===== config.mk =====
export PLATFORM = sky130hd
export DESIGN_NAME = pid_incr_calc
export DESIGN_NICKNAME = d
export VERILOG_FILES = /design/src/rtl/pid_incr_calc.sv
export SDC_FILE = /design/constraint.sdc
export NUM_CORES = 1
export LEC_CHECK = 0
export CAP_MARGIN = 10
export CORE_MARGIN = 3
export CORE_UTILIZATION = 35
export DETAILED_ROUTE_END_ITERATION = 6
export PLACE_DENSITY = 0.55
export SKIP_CTS_REPAIR_TIMING = 1
export SLEW_MARGIN = 25
export SYNTH_ARGS = -nofsm -noshare
export SYNTH_HDL_FRONTEND = slang
export SYNTH_SLANG_ARGS = --single-unit

===== constraint.sdc =====
create_clock -name clk -period 14.9 [get_ports clk]
set_clock_uncertainty 0.15 [all_clocks]
set_input_delay 1.49 -clock clk [delete_from_list [all_inputs] [get_ports clk]]
set_output_delay 1.49 -clock clk [all_outputs]
set_load 0.1 [all_outputs]

===== src/rtl/pid_incr_calc.sv =====
`default_nettype none
// +----------------------------------------------------------------------------+
// | Module   : pid_incr_calc                                                   |
// | Purpose  : Incremental-PID increment calculator. Computes                  |
// |            du(k) = Kp*(e(k)-e(k-1)) + Ki*e(k) + Kd*(e(k)-2e(k-1)+e(k-2))   |
// |            on one shared multiplier, then floor-scales and saturates.      |
// | Revision : 1.0  initial release                                            |
// +----------------------------------------------------------------------------+
module pid_incr_calc #(
  parameter int ERR_W = 12,
  parameter int K_W   = 8,
  parameter int FRAC  = 4,
  parameter int OUT_W = 15
) (
  input  logic                    clk,
  input  logic                    rst_n,
  input  logic                    start,
  input  logic signed [ERR_W-1:0] setpoint,
  input  logic signed [ERR_W-1:0] feedback,
  input  logic        [K_W-1:0]   kp,
  input  logic        [K_W-1:0]   ki,
  input  logic        [K_W-1:0]   kd,
  input  logic                    clear_hist,
  output logic signed [OUT_W-1:0] d_uk,
  output logic                    d_uk_valid,
  output logic                    sat,
  output logic                    busy
);

  localparam int E_W   = ERR_W + 1;        // e(k): exact difference of two ERR_W values
  localparam int D1_W  = ERR_W + 2;        // e(k) - e(k-1)
  localparam int D2_W  = ERR_W + 3;        // e(k) - 2e(k-1) + e(k-2)
  localparam int G_W   = K_W + 1;          // gain zero-extended to signed
  localparam int P_W   = G_W + D2_W;       // widest product of the shared multiplier
  localparam int ACC_W = ERR_W + K_W + 6;

  localparam logic [2:0] S_IDLE  = 3'd0;
  localparam logic [2:0] S_CALC  = 3'd1;
  localparam logic [2:0] S_MUL_P = 3'd2;
  localparam logic [2:0] S_MUL_I = 3'd3;
  localparam logic [2:0] S_MUL_D = 3'd4;
  localparam logic [2:0] S_SAT   = 3'd5;

  logic        [2:0]       state_q, state_d;
  logic signed [E_W-1:0]   ek_q, ek_d, ek1_q, ek1_d, ek2_q, ek2_d;
  logic signed [D1_W-1:0]  de1_q, de1_d;
  logic signed [D2_W-1:0]  de2_q, de2_d;
  logic signed [ACC_W-1:0] acc_q, acc_d;
  logic signed [OUT_W-1:0] d_uk_q, d_uk_d;
  logic                    valid_q, valid_d;
  logic                    sat_q, sat_d;

  logic signed [E_W-1:0]   ek_new;
  logic signed [D1_W-1:0]  de1_new;
  logic signed [D2_W-1:0]  de2_new;
  logic        [K_W-1:0]   gain_sel;
  logic signed [G_W-1:0]   mul_a;
  logic signed [D2_W-1:0]  mul_b;
  logic signed [P_W-1:0]   prod;
  logic signed [ACC_W-1:0] prod_ext;
  logic signed [ACC_W-1:0] r_shift;
  logic        [ACC_W-OUT_W:0] r_hi;
  logic                    r_in_range;
  logic signed [OUT_W-1:0] r_clip;

  // Error arithmetic, multiplier operand selection and output clipping.
  always_comb begin
    ek_new  = {setpoint[ERR_W-1], setpoint} - {feedback[ERR_W-1], feedback};
    de1_new = {ek_q[E_W-1], ek_q} - {ek1_q[E_W-1], ek1_q};
    de2_new = {{2{ek_q[E_W-1]}}, ek_q} - {ek1_q[E_W-1], ek1_q, 1'b0}
            + {{2{ek2_q[E_W-1]}}, ek2_q};

    // One multiplier serves all three terms; the state picks gain and operand.
    case (state_q)
      S_MUL_I: begin
        gain_sel = ki;
        mul_b    = {{2{ek_q[E_W-1]}}, ek_q};
      end
      S_MUL_D: begin
        gain_sel = kd;
        mul_b    = de2_q;
      end
      default: begin
        gain_sel = kp;
        mul_b    = {de1_q[D1_W-1], de1_q};
      end
    endcase
    mul_a    = {1'b0, gain_sel};
    prod     = mul_a * mul_b;
    prod_ext = {{(ACC_W-P_W){prod[P_W-1]}}, prod};

    // Arithmetic shift floors toward -inf; the result fits OUT_W only when
    // every bit from the OUT_W sign position upward is a copy of the sign.
    r_shift    = acc_q >>> FRAC;
    r_hi       = r_shift[ACC_W-1:OUT_W-1];
    r_in_range = (&r_hi) | ~(|r_hi);
    if (r_in_range) begin
      r_clip = r_shift[OUT_W-1:0];
    end else if (r_shift[ACC_W-1]) begin
      r_clip = {1'b1, {(OUT_W-1){1'b0}}};
    end else begin
      r_clip = {1'b0, {(OUT_W-1){1'b1}}};
    end
  end

  // State register and datapath registers; reset aborts any computation.
  always_ff @(posedge clk or negedge rst_n) begin
    if (!rst_n) begin
      state_q <= S_IDLE;
      ek_q    <= '0;
      ek1_q   <= '0;
      ek2_q   <= '0;
      de1_q   <= '0;
      de2_q   <= '0;
      acc_q   <= '0;
      d_uk_q  <= '0;
      valid_q <= 1'b0;
      sat_q   <= 1'b0;
    end else begin
      state_q <= state_d;
      ek_q    <= ek_d;
      ek1_q   <= ek1_d;
      ek2_q   <= ek2_d;
      de1_q   <= de1_d;
      de2_q   <= de2_d;
      acc_q   <= acc_d;
      d_uk_q  <= d_uk_d;
      valid_q <= valid_d;
      sat_q   <= sat_d;
    end
  end

  // Next-state sequencing: a fixed six-cycle walk once a sample is accepted.
  always_comb begin
    state_d = state_q;
    case (state_q)
      S_IDLE:  if (start) state_d = S_CALC;
      S_CALC:  state_d = S_MUL_P;
      S_MUL_P: state_d = S_MUL_I;
      S_MUL_I: state_d = S_MUL_D;
      S_MUL_D: state_d = S_SAT;
      S_SAT:   state_d = S_IDLE;
      default: state_d = S_IDLE;
    endcase
  end

  // Datapath next values per state; the result registers default to zero so
  // the downstream accumulator sees a nonzero increment for one cycle only.
  always_comb begin
    ek_d    = ek_q;
    ek1_d   = ek1_q;
    ek2_d   = ek2_q;
    de1_d   = de1_q;
    de2_d   = de2_q;
    acc_d   = acc_q;
    d_uk_d  = '0;
    valid_d = 1'b0;
    sat_d   = 1'b0;
    case (state_q)
      S_IDLE:  if (start) ek_d = ek_new;
      S_CALC: begin
        de1_d = de1_new;
        de2_d = de2_new;
      end
      S_MUL_P: acc_d = prod_ext;
      S_MUL_I: acc_d = acc_q + prod_ext;
      S_MUL_D: acc_d = acc_q + prod_ext;
      S_SAT: begin
        d_uk_d  = r_clip;
        sat_d   = ~r_in_range;
        valid_d = 1'b1;
        ek2_d   = ek1_q;
        ek1_d   = ek_q;
      end
      default: ;
    endcase
    // Clearing history overrides the SAT-cycle shift; the in-flight result is
    // unaffected because the differences were captured in CALC.
    if (clear_hist) begin
      ek1_d = '0;
      ek2_d = '0;
    end
  end

  // Outputs come straight from registers; busy is a decode of the state register.
  always_comb begin
    d_uk       = d_uk_q;
    d_uk_valid = valid_q;
    sat        = sat_q;
    busy       = (state_q != S_IDLE);
  end

endmodule
`default_nettype wire


After elaboration in Yosys (flattened, before gate mapping)
Index checks and enable logic that the tools add are counted. Widths: inputs -> output; s select.

Muxes and demuxes: 14. Equality and inequality tests: 6. Reductions and logical operators: 8. $mul: 1. $add $sub $neg: 5. Bitwise operators: 3.

Operators with widths (count): $mux 13 (4); $pmux 26 s2 (1); $mux 15 (3); $pmux 15 s2 (1); $add 26x24->26 (1); $mul 9x15->24 (1); $pmux 8 s2 (1); $add 15x15->15 (1); $pmux 3 s5 (1); $sub 13x14->15 (1); $sub 13x13->14 (1); $sub 12x12->13 (1); $reduce_and 8->1 (1); $reduce_or 8->1 (1); $eq 3x2->1 const B (2); $eq 3x3->1 const B (2); $reduce_bool 2->1 (2); $eq 3x1->1 const B (1); $logic_not 3->1 (1); $mux 3 (1); $reduce_bool 3->1 (1); $mux 1 (2); $ne 2x2->1 const B (1); $not 1->1 (2); 3 further kinds (3).

Input bits: 52. Register bits after elaboration: 114.

Logic depth before layout (Yosys ltp)
Depth in word-level cells: 5. Depth in mapped cells: 37.

Worst setup path before layout
Ideal clock, no wire load.

Path type: input port to flip-flop. From: in kp[7]. To: reg acc_q[25]. Setup slack: 6.752 ns. Path buffers: 1. Arrival time: 7.894 ns. Stages on the path: 26. Required time: 14.646 ns. Cell sequence: o311ai_0 > clkbuf_1 > nor2_1 > ha_1 > fa_1 > fa_1 > inv_1 > fa_1 > inv_1 > ha_1 > o21ai_0 > o21ai_0 > a21oi_1 > a311oi_1 > a31oi_1 > a211o_1 > xnor2_1 > ha_1 > or2_2 > nand4_1 > inv_1 > a22oi_1 > nand2_1 > xnor3_1 > a22o_1 > a221oi_1.

Longest elaborated chain between the ends: 4.

RTL lines: from (decl) (line 20) `input logic [K_W-1:0] kp,`; $pmux 8 s2 (*) (line 74) `case (state_q)`; $mul 9x15->24 (*) (line 89) `prod = mul_a * mul_b;`; $add 26x24->26 (line 166, 167); $pmux 26 s2 (*) (line 159) `case (state_q)`; to (signal assigned) (line 115) `acc_q <= '0;`; to (signal assigned) (line 126) `acc_q <= acc_d;`; to (decl) (line 48) `logic signed [ACC_W-1:0] acc_q, acc_d;`.

Mark *: on every way between the ends. The rest lies on a longest branch, timed or not. A chain may end at the register's enable or synchronous reset.

Worst setup path in the final report
From: reg state_q[2]. To: reg acc_q[25].

Longest elaborated chain between the ends: 5. Elaborated cells on any way between the ends: 10. Classes of those cells: add/sub: 1; mul: 1; eq/ne: 3; mux: 3; reduce/logical: 2.

RTL lines: from (decl) (line 44) `logic [2:0] state_q, state_d;`; from (signal assigned) (line 120) `state_q <= state_d;`; $eq 3x3->1 / $eq 3x2->1 (equally long branches) (line 74, 159); $pmux 8 s2 / $pmux 15 s2 (equally long branches) (line 74); $mul 9x15->24 (line 89); $add 26x24->26 (line 166, 167); $pmux 26 s2 (line 159).

Several ways; a longest one is shown, not always the timed one.

==> results <==
- The flow ran to the end, and the final reports show no timing, DRC or antenna violations.
- The first-pass GRT wire length is approximately 52 mm.
- The total non-filler cell area in the finished layout is about 14000 µm².
- The leading register cell type out of synthesis is sky130_fd_sc_hd__dfrtp_1.
- The die covers approximately 38000 µm².
- The number of warnings issued by yosys is 0.
- The total negative setup slack is 0 ns.
- Yosys attributes the largest share of cell area to sky130_fd_sc_hd__dfrtp_1 (23%), sky130_fd_sc_hd__fa_1 (18%), sky130_fd_sc_hd__ha_1 (12%).
- The filler cells instantiated in the layout total 3601.
- The number of failing setup endpoints in the final timing report is 0.
- The highest attainable clock frequency is roughly 100 MHz.
- The number of global-route vias before repair is a little over 10000.
- The detailed-router iteration count before antenna repair is 5.
- The net count after synthesis is approximately 1800.
- The core outline area is 34900 µm².
- In this run, synthesis inferred 0 flip-flops with an integrated enable.
- The cell seen most often among critical-path stages is sky130_fd_sc_hd__inv_1.
- The initial utilization of the core area, before any placement, comes to 0.359.
- The clock reaches the later pin of the worst-skew pair after ~0.43 ns.
- The highest fanout seen on the critical path is 54.
- In the global route stage, overall resource usage came out at 0.169.
- The number of vias after detailed routing is just over 10000.
- The fraction of the cycle the final worst path needs is 0.640.
- The fraction of synthesized cell area taken by the top area cell type is 0.228.
- The number of antenna violations at the first check in global routing is 0.
- Setup repair after global routing left no endpoint under its margin.
- The congestion estimate from routability-driven global placement came to 0.855.
- The total congestion overflow after global routing is 0.
- The die extent in y is ~200 µm.
- The clock period minus worst slack is 9.54 ns.
- The number of distinct library cell variants in the gate-level netlist after synthesis is between 60 and 70.
- Of the cells placed in the final design, the portion with a size suffix greater than 1 is 0.0417.
- The cell depth of the worst flop-to-flop path is 32.
- The die outline width is between 150 and 200 µm.
- The number of buffer cells added on primary ports is 69.
- The hold violation count in the final report is 0.
- Summed over all layers, the routed wires come to around 32 mm.
- The post-layout worst setup margin is about 5.4 ns.
- The number of antenna diodes in the final layout is 0.
- The clock-pin slew of the registers on the worst-case setup and hold paths is around 0.06 ns.
- The placed instances occupy a cell area of between 10000 and 15000 µm².
- Entering global routing, the biggest net connects 73 pins.
- The tightest min-delay check is of the flip-flop to flip-flop type.
- The standard cell with the maximum stage delay on the critical path is sky130_fd_sc_hd__dfrtp_1.
- 70 I/O pins were placed.
- The largest total area in the synthesized netlist belongs to sky130_fd_sc_hd__dfrtp_1.
- The via count normalized by instance count is approximately 5.
- The synthesized netlist occupies a cell area of 12500 µm².
- The routed length per placed instance is approximately 15 µm.
- For the pin with the worst max-slew slack, the measured transition is around 1.0 ns.
- The worst path required time is 15.07 ns.
- The worst pin sits at a relative slew slack of 0.324.
- The H-tree was split into 4 levels.
- The area taken by flip-flops and latches is 2850 µm².
- In this run, the number of DRC markers left after iteration 0 of detailed routing was ~440.
- The number of nets in the layout is 1851.
- The number of routed nets with antenna violations is 0.
- The sum of net half-perimeters after detailed placement is 24.6 mm.
- The average footprint of a synthesized cell is around 8.3 µm².
- The kind of start point of the critical path is a flip-flop.
- The critical path data arrival time is slightly below 10 ns.
- The synthesized design contains 114 register bits.
- The instance count of the mapped netlist is ~1500.
- The number of clock sinks is roughly 110.
- The area growth from synthesis to layout is 14.3%.
- The max-slew violation total from the final report was 0.
- The clock passes through at most 2 buffers.
- In this run the clock root is driven by a sky130_fd_sc_hd__clkbuf_16.
- The fraction of the yosys area taken by sequential cells is 0.228.
- The number of rows in the core area is just under 70.
- The multi-input gate area in the final layout is between 8000 and 9000 µm².
- At the end of the flow the core is filled with cells to 0.410.
- The critical path's largest stage delay is 0.81 ns.
- The number of clock buffers added by TritonCTS is 17.
- The type of the worst setup path is flip-flop to flip-flop.
- TritonCTS built the clock tree.
- Across the run, the number of max-cap violations was 0.
- STA classifies the critical path endpoint as a flip-flop.
- Counting flops with an async set or reset pin after synthesis yields a share of 1.00.
- In the routed design, unresolved DRC markers number 0.
- The worst slack after detailed placement is 5.36 ns.
- The cell count of the worst hold path is 2.
-- flip-flops by register name, indices dropped and copies added (netlist names) --
register,cells
d_uk_valid,1
state_q,3
d_uk,15
sat,1
de2_q,15
ek2_q,13
de1_q,14
ek_q,13
ek1_q,13
acc_q,26
-- cell usage in the layout (no fill, tap or decap), drive strengths merged, types with 7 or more instances in the layout --
cell | netlist | routed
a21o | 16 | 16
dfrtp | 114 | 114
a21boi | 7 | 7
clkbuf | 36 | 17
o211ai | 13 | 13
fa | 112 | 112
nor3 | 23 | 23
nand2 | 213 | 213
ha | 116 | 116
o21ai | 87 | 87
inv | 245 | 250
a211oi | 11 | 11
nor2b | 28 | 28
o21a | 38 | 38
a21oi | 91 | 91
a31oi | 14 | 14
xor2 | 23 | 23
nand2b | 22 | 22
nand3 | 9 | 9
xnor2 | 39 | 39
and3 | 7 | 7
clkdlybuf4s50 | 0 | 68
and2 | 7 | 7
nor2 | 129 | 129
o31ai | 13 | 13
buf | 10 | 16
or2 | 8 | 8
mux2i | 8 | 8
-- cell usage after synthesis (3+ instances only) --
master,count
sky130_fd_sc_hd__a211o_1,4
sky130_fd_sc_hd__a211oi_1,11
sky130_fd_sc_hd__a21boi_0,7
sky130_fd_sc_hd__a21o_1,16
sky130_fd_sc_hd__a21oi_1,90
sky130_fd_sc_hd__a221o_1,4
sky130_fd_sc_hd__a22o_1,3
sky130_fd_sc_hd__a22oi_1,6
sky130_fd_sc_hd__a31oi_1,14
sky130_fd_sc_hd__and2_1,7
sky130_fd_sc_hd__and3_1,7
sky130_fd_sc_hd__buf_1,9
sky130_fd_sc_hd__clkbuf_1,36
sky130_fd_sc_hd__dfrtp_1,114
sky130_fd_sc_hd__fa_1,112
sky130_fd_sc_hd__ha_1,116
sky130_fd_sc_hd__inv_1,243
sky130_fd_sc_hd__mux2i_1,8
sky130_fd_sc_hd__nand2_1,213
sky130_fd_sc_hd__nand2b_1,22
sky130_fd_sc_hd__nand3_1,9
sky130_fd_sc_hd__nand4_1,3
sky130_fd_sc_hd__nor2_1,129
sky130_fd_sc_hd__nor2b_1,28
sky130_fd_sc_hd__nor3_1,23
sky130_fd_sc_hd__nor3b_1,6
sky130_fd_sc_hd__nor4_1,3
sky130_fd_sc_hd__o211ai_1,13
sky130_fd_sc_hd__o21a_1,38
sky130_fd_sc_hd__o21ai_0,82
sky130_fd_sc_hd__o21ai_1,5
sky130_fd_sc_hd__o22ai_1,5
sky130_fd_sc_hd__o311a_1,3
sky130_fd_sc_hd__o31ai_1,12
sky130_fd_sc_hd__or2_2,8
sky130_fd_sc_hd__or3_1,4
sky130_fd_sc_hd__xnor2_1,39
sky130_fd_sc_hd__xor2_1,23
-- worst paths after layout --
path	from	slack [ns]	end
max	state_q[2]$_DFFE_PN0P_	5.36	acc_q[25]$_DFFE_PN0P_
min	de1_q[2]$_DFFE_PN0P_	0.33	de1_q[2]$_DFFE_PN0P_
max reg2reg	state_q[2]$_DFFE_PN0P_	5.36	acc_q[25]$_DFFE_PN0P_
min reg2reg	de1_q[2]$_DFFE_PN0P_	0.33	de1_q[2]$_DFFE_PN0P_
max in group asynchronous	rst_n	12.60	ek2_q[12]$_DFFE_PN0P_
min in group asynchronous	rst_n	0.93	d_uk[5]$_DFF_PN0_
-- metrics by stage --
step           instances  hold WS, ns
2_1_floorplan       1514        0.295
3_3_place_gp        2007        0.311
3_5_place_dp        2007        0.317
4_1_cts             2038        0.330
5_1_grt             2038        0.354
6_report            2038        0.330
-- cell type report --
cell class                      instances  share of cell area
Multi-Input combinational cell       1109               0.600
Inverter                              245              0.0643
Tap cell                              455              0.0398
Clock inverter                         14              0.0108
Clock buffer                           17              0.0297
Timing Repair Buffer                   84              0.0562
Sequential cell                       114               0.199
-- per-layer routing --
metal	global-route usage	part of all wire
met1	0.227	0.47
met2	0.290	0.49
met3	0.0231	0.029
met4	0.0388	0.014
met5	0	0
-- worst max-delay path: cells and delay by family (launching register included) --
family          cells  cell delay (ns)
buf+inv             8             1.18
simple gates        9             1.86
fa+ha+maj           6             2.99
xor+xnor            2             0.66
flops               1             0.81
compound gates      7             1.71
-- cell families (layout without fill, tap and decap cells) --
family                     Yosys count  in the layout  share of synthesized area
AOI/OAI and AO/OA                  340            340                      0.172
xor gates and xnor gates            63             63                     0.0452
adders and majority gates          228            228                      0.295
buffers and inverters              291            360                     0.0874
DFF                                114            114                      0.228
muxes                                9              9                    0.00730
and+or+nand+nor                    469            469                      0.165
Power is not shown: default switching activity piles up to over one toggle a cycle in this logic, so the estimate is an artifact.
